--- config.mk ---
export PLATFORM = sky130hd
export DESIGN_NAME = uart_rx_ctrl
export DESIGN_NICKNAME = d
export VERILOG_FILES = /design/src/rtl/uart_rx_ctrl_pkg.sv /design/src/rtl/uart_rx_ctrl_byte_fifo.sv /design/src/rtl/uart_rx_ctrl.sv
export SDC_FILE = /design/constraint.sdc
export NUM_CORES = 1
export LEC_CHECK = 0
export CORE_MARGIN = 3
export CORE_UTILIZATION = 50
export DETAILED_ROUTE_END_ITERATION = 16
export GPL_TIMING_DRIVEN = 0
export PLACE_DENSITY = 0.76
export REMOVE_ABC_BUFFERS = 1
export SLEW_MARGIN = 20
export SYNTH_ARGS = -nofsm -noshare
export SYNTH_HDL_FRONTEND = slang
export SYNTH_HIERARCHICAL = 1
export SYNTH_SLANG_ARGS = --single-unit
--- constraint.sdc ---
create_clock -name i_uart_clk -period 4.3 [get_ports i_uart_clk]
set_input_delay 1.29 -clock i_uart_clk [delete_from_list [all_inputs] [get_ports i_uart_clk]]
set_output_delay 1.29 -clock i_uart_clk [all_outputs]
set_load 0.005 [all_outputs]
--- src/rtl/uart_rx_ctrl_pkg.sv ---
// uart_rx_ctrl_pkg: shared state encoding for the uart_rx handshake controller.
package uart_rx_ctrl_pkg;
  typedef enum logic [1:0] {
    ST_IDLE    = 2'd0,
    ST_CAPTURE = 2'd1,
    ST_WAIT    = 2'd2,
    ST_RELEASE = 2'd3
  } state_t;
endpackage

--- src/rtl/uart_rx_ctrl_byte_fifo.sv ---
// byte_fifo: first-word-fall-through byte FIFO with AW+1 bit pointers.
module byte_fifo #(
  parameter  int DEPTH = 16,
  localparam int AW    = $clog2(DEPTH)
) (
  input  logic          i_clk,
  input  logic          i_rst_n,
  input  logic          i_push,
  input  logic          i_pop,
  input  logic [7:0]    i_data,
  output logic [7:0]    o_data,
  output logic          o_full,
  output logic          o_empty,
  output logic [AW:0]   o_fill
);
  logic [7:0]  r_mem [DEPTH];
  logic [AW:0] r_wr, r_rd;
  logic        w_push, w_pop;
  assign o_empty = r_wr == r_rd;
  assign o_full  = (r_wr[AW] != r_rd[AW]) && (r_wr[AW-1:0] == r_rd[AW-1:0]);
  assign o_fill  = r_wr - r_rd;
  assign w_pop   = i_pop && !o_empty;
  // a pop in the same cycle frees the slot a full FIFO needs
  assign w_push  = i_push && (!o_full || w_pop);
  assign o_data  = o_empty ? 8'h00 : r_mem[r_rd[AW-1:0]];
  always_ff @(posedge i_clk or negedge i_rst_n)
    if (!i_rst_n) begin
      r_wr <= '0;
      r_rd <= '0;
    end else begin
      r_wr <= r_wr + (AW+1)'(w_push);
      r_rd <= r_rd + (AW+1)'(w_pop);
    end
  always_ff @(posedge i_clk)
    if (w_push) r_mem[r_wr[AW-1:0]] <= i_data;
endmodule

--- src/rtl/uart_rx_ctrl.sv ---
// uart_rx_ctrl: sequences the uart_rx ready handshake and buffers bytes in byte_fifo.
// Define UART_RX_CTRL_STATS_EN to add the saturating o_drop_cnt output.
module uart_rx_ctrl
  import uart_rx_ctrl_pkg::*;
#(
  parameter  int DEPTH      = 16,
  parameter  int HS_TIMEOUT = 1023,
  localparam int AW         = $clog2(DEPTH),
  localparam int TW         = $clog2(HS_TIMEOUT + 1)
) (
  input  logic          i_uart_clk,
  input  logic          i_rst_n,
  input  logic [7:0]    i_rx_byte,
  input  logic          i_rx_valid,
  input  logic          i_rx_active,
  output logic          o_rx_ready,
  output logic [7:0]    o_data,
  output logic          o_valid,
  input  logic          i_ready,
  output logic [AW:0]   o_fill,
  output logic          o_overflow,
  output logic          o_hs_err,
  input  logic          i_clear_err,
  output logic          o_busy
`ifdef UART_RX_CTRL_STATS_EN
  ,
  output logic [15:0]   o_drop_cnt
`endif
);
  state_t        r_state, w_next;
  logic [TW-1:0] r_cnt, w_cnt_next;
  logic          w_full, w_empty, w_pop, w_push, w_drop, w_hs_to;
  assign o_valid    = !w_empty;
  assign w_pop      = o_valid && i_ready;
  assign o_rx_ready = r_state == ST_WAIT;
  assign o_busy     = i_rx_active || (r_state != ST_IDLE);
  always_comb begin
    w_next     = r_state;
    w_cnt_next = r_cnt;
    w_push     = 1'b0;
    w_drop     = 1'b0;
    w_hs_to    = 1'b0;
    case (r_state)
      ST_IDLE: w_next = i_rx_valid ? ST_CAPTURE : ST_IDLE;
      ST_CAPTURE: begin
        w_push     = !w_full || w_pop;
        w_drop     = w_full && !w_pop;
        w_cnt_next = '0;
        w_next     = ST_WAIT;
      end
      ST_WAIT:
        if (!i_rx_valid) w_next = ST_RELEASE;
        else if (r_cnt == TW'(HS_TIMEOUT - 1)) begin
          w_hs_to = 1'b1;
          w_next  = ST_RELEASE;
        end else w_cnt_next = r_cnt + TW'(1);
      // hold ready low until valid drops so the same byte is never re-captured
      ST_RELEASE: w_next = i_rx_valid ? ST_RELEASE : ST_IDLE;
      default: w_next = ST_IDLE;
    endcase
  end
  always_ff @(posedge i_uart_clk or negedge i_rst_n)
    if (!i_rst_n) begin
      r_state    <= ST_IDLE;
      r_cnt      <= '0;
      o_overflow <= 1'b0;
      o_hs_err   <= 1'b0;
    end else begin
      r_state    <= w_next;
      r_cnt      <= w_cnt_next;
      o_overflow <= w_drop || (o_overflow && !i_clear_err);
      o_hs_err   <= w_hs_to || (o_hs_err && !i_clear_err);
    end
`ifdef UART_RX_CTRL_STATS_EN
  always_ff @(posedge i_uart_clk or negedge i_rst_n)
    if (!i_rst_n) o_drop_cnt <= '0;
    else if (w_drop) o_drop_cnt <= i_clear_err ? 16'd1 : (o_drop_cnt == 16'hFFFF ? o_drop_cnt : o_drop_cnt + 16'd1);
    else if (i_clear_err) o_drop_cnt <= '0;
`endif
  byte_fifo #(.DEPTH(DEPTH)) u_fifo (
    .i_clk   (i_uart_clk),
    .i_rst_n (i_rst_n),
    .i_push  (w_push),
    .i_pop   (w_pop),
    .i_data  (i_rx_byte),
    .o_data  (o_data),
    .o_full  (w_full),
    .o_empty (w_empty),
    .o_fill  (o_fill)
  );
endmodule

==> flow_summary_export.csv <==
group,metric,value,unit
outcome,status,"finished clean",
routing,totalWireLength,12800,µm
worst_setup_path,crit_arrival,2.93,ns
sta,max_freq,0.237,GHz
global_route,grt_overflow,0,
power_and_ir_drop,p_total,5040,µW
final_layout,fin_area,7460,µm²
sta,worst_pin_slew,0.991,ns
clock_network,cts_root_buffer,"clkbuf_16",
routing,wl_per_cell,21.7,µm
final_layout,diodes,0,
final_layout,fill_cells,871,
hold_path,min-delay-start,"o_hs_err",
floorplanning,initial_core_util,52.0,%
place,gp_congestion,0.821,
sta,finalHoldWorstSlack,0.506,ns
clock_network,tritoncts,"built",
power_and_ir_drop,vdd_drop_max,0.000402,V
place,dp.cells,560,
yosys,async_flop_share,15.8,%
floorplanning,dieWidth,119,µm
yosys,synth_cell_types,47,
yosys,netlist_area,6380,µm²
worst_setup_path,crit_slowest_cell,"dfrtp_4",
routing,antenna_left,0,
power_and_ir_drop,p_sw,1590,µW
worst_setup_path,max_stage_delay,0.62,ns
final_layout,num-nets-final,438,
worst_setup_path,worstRegToRegCells,10,
sta,skew,0.00895,ns
clock_network,htreeDepth,4,
routing,vias_per_cell,5.94,
worst_setup_path,reg2reg_from,"u_fifo/r_rd[2]",
floorplanning,coreArea,12300,µm²
yosys,ys.flop_type,"edfxtp_1",
routing,dr.pass1.iters,5,
clock_network,cts_buffers,17,
sta,rsz0062_at_grt,"false",
sta,layout_worst_path_cycle_share,98.0,%
yosys,yosysWarnings,6,
hold_path,hold_path_class,"flip-flop to flip-flop",
floorplanning,rows,40,
global_route,grt_pass1_vias,3666,
clock_network,ctsLongestPathBuffers,2,
worst_setup_path,cp.required,3.01,ns
worst_setup_path,regToRegEndpoint,"u_fifo/r_mem[11][7]",
sta,maxSlewHeadroom,33.7,%
final_layout,utilization,60.9,%
worst_setup_path,crit_fanout,22,
sta,final.min_clock_period,4.22,ns
routing,drc,0,
sta,setup_viol,0,
run,drv_cap,0,
power_and_ir_drop,internal_power,3450,µW
power_and_ir_drop,p_seq_share,39.5,%
final_layout,final_cell_count_no_fill,593,
global_route,grt_pass1_wl,20400,µm
floorplanning,dieArea,14100,µm²
power_and_ir_drop,combPwrFrac,32.5,%
final_layout,drive_above_1_share,18.8,%
global_route,grt_max_degree,26,
final_layout,area_growth,17.0,%
floorplanning,die_h,119,µm
final_layout,layout_common_cells,"edfxtp_1 (128), clkdlybuf4s50_1 (30), mux4_2 (30)",
global_route,track_usage,19.3,%
sta,hold_viol,0,
yosys,synth_edf_count,128,
power_and_ir_drop,leakage,0.00261,µW
routing,vias,3521,
clock_network,clkLatencyLatePin,0.42,ns
clock_network,cts_hold_buf,0,
global_route,antenna_found_initial,0,
yosys,ys_ff_latch,152,
hold_path,min_to,"o_hs_err",
sta,drv_slew,0,
worst_setup_path,end_kind,"primary output",
place,port_buffers,31,
hold_path,holdPathStages,1,
worst_setup_path,worstSetupStartpointType,"flip-flop",
clock_network,clkTransAtPathRegs,0.06,ns
worst_setup_path,r2r_setup_slack,0.72,ns
routing,drtIter0Drc,290,
place,dpl_cell_area,6850,µm²
final_layout,final_common_cell,"edfxtp_1",
yosys,syn_avg_cell_area,17.1,µm²
yosys,yosysSeqAreaShare,69.7,%
floorplanning,ios,32,
worst_setup_path,worstPathCellList,"inv_2 > ha_1 > nand4_1 > nor2_4 > a211oi_1 > clkdlybuf4s50_1",
power_and_ir_drop,p_clk_share,28.0,%
power_and_ir_drop,p_per_area,676,nW/µm²
worst_setup_path,startpoint,"u_fifo/r_rd[2]",
yosys,syn_inst,372,
worst_setup_path,critPathKind,"flip-flop to primary output",
clock_network,clock_sinks,152,
power_and_ir_drop,swShare,31.5,%
place,dp_hpwl,7790,µm
[layout make-up]
| class | instances | area (µm²) | share of cell area [%] |
|---|---|---|---|
| flip-flops and latches | 152 | 4460 | 59.7 |
| multi-input cells | 191 | 1830 | 24.5 |
| clock buffers | 17 | 425 | 5.70 |
| repair buffers | 33 | 337 | 4.51 |
| well taps | 168 | 210 | 2.82 |
| clock inverters | 14 | 140 | 1.88 |
| inverters | 18 | 68.8 | 0.922 |
[layer usage]
metal	GRT usage [%]	vias to the layer above	part of all wire, %
li1	-	1548	-
met3	5.13	21	5.1
met2	32.7	114	53
met1	24.4	1838	41
met5	0	-	0
met4	6.15	0	1.0
[repair_timing]
item	CTS	global route
pin swaps	0	0
cloned	0	0
setup buffers	1	1
resized for setup	7	1
setup endpoints to repair	145	2
[cell families (layout without fill, tap and decap cells)]
family                     after synthesis  after routing  synth area share [%]
AOI/OAI and AO/OA                       30             30                  3.53
xor gates and xnor gates                12             12                  1.65
adders and majority gates               11             11                  2.28
buffers and inverters                   29             82                  2.14
DFF                                    152            152                  69.7
muxes                                   40             40                  12.9
and+or+nand+nor                         98             98                  7.81
[flip-flops by register name (all words and copies together), names as in the netlist]
signal and count:
o_hs_err 1, u_fifo/r_wr 5, o_overflow 1, r_state 2, u_fifo/r_mem 128, u_fifo/r_rd 5
r_cnt 10
[power groups by stage]
stage / Clock [µW] / Sequential [µW] / Combinational (µW)
finish: 1410 / 1990 / 1640
global placement: 0 / 2060 / 1500
detailed placement: 0 / 2080 / 1520
global route: 1500 / 2020 / 1760
CTS: 1430 / 2010 / 1620
floorplan: 0 / 1960 / 917
[worst max-delay path: cells and delay by family (launching register included)]
family	cells	cell delay (ns)
adders and majority gates	1	0.34
and+or+nand+nor	2	0.32
DFF	1	0.62
buffers and inverters	2	0.88
AOI/OAI and AO/OA	1	0.34
[cell usage after synthesis (all sizes together), types with 3 or more instances]
master  instances  area [µm²]
edfxtp        128        3840
mux4           33         754
nand2          28         105
dfrtp          24         601
nor2           19        71.3
inv            17        63.8
nand3          15        75.1
and3           11        73.8
nor3           11        55.1
ha             10         125
xnor2           9        78.8
a211oi          8        60.1
buf             7        53.8
mux2i           7        70.1
a21oi           5        25.0
clkbuf          4        15.0
o21ai           4        20.0
a211o           3        26.3
nand4           3        18.8
xor2            3        26.3
[metrics by stage]
stage	setup WS [ns]	setup TNS (ns)
after global placement	-0.795	-65.89
after CTS	0.00547	0
final	0.0849	0
after floorplan	0.400	0
after global routing	0.0310	0
after detailed placement	-0.789	-42.43
[worst max-delay path by stage]
stage               slack, ns                 end  cells after the start
floorplan                0.40           o_data[6]                      3
global placement        -0.80  u_fifo/r_mem[4][6]                      9
detailed placement      -0.79           o_data[5]                      6
CTS                     0.005           o_data[5]                      6
global route             0.03           o_data[3]                      6
finish                   0.08           o_data[5]                      6
(Power assumes the default switching activity.)
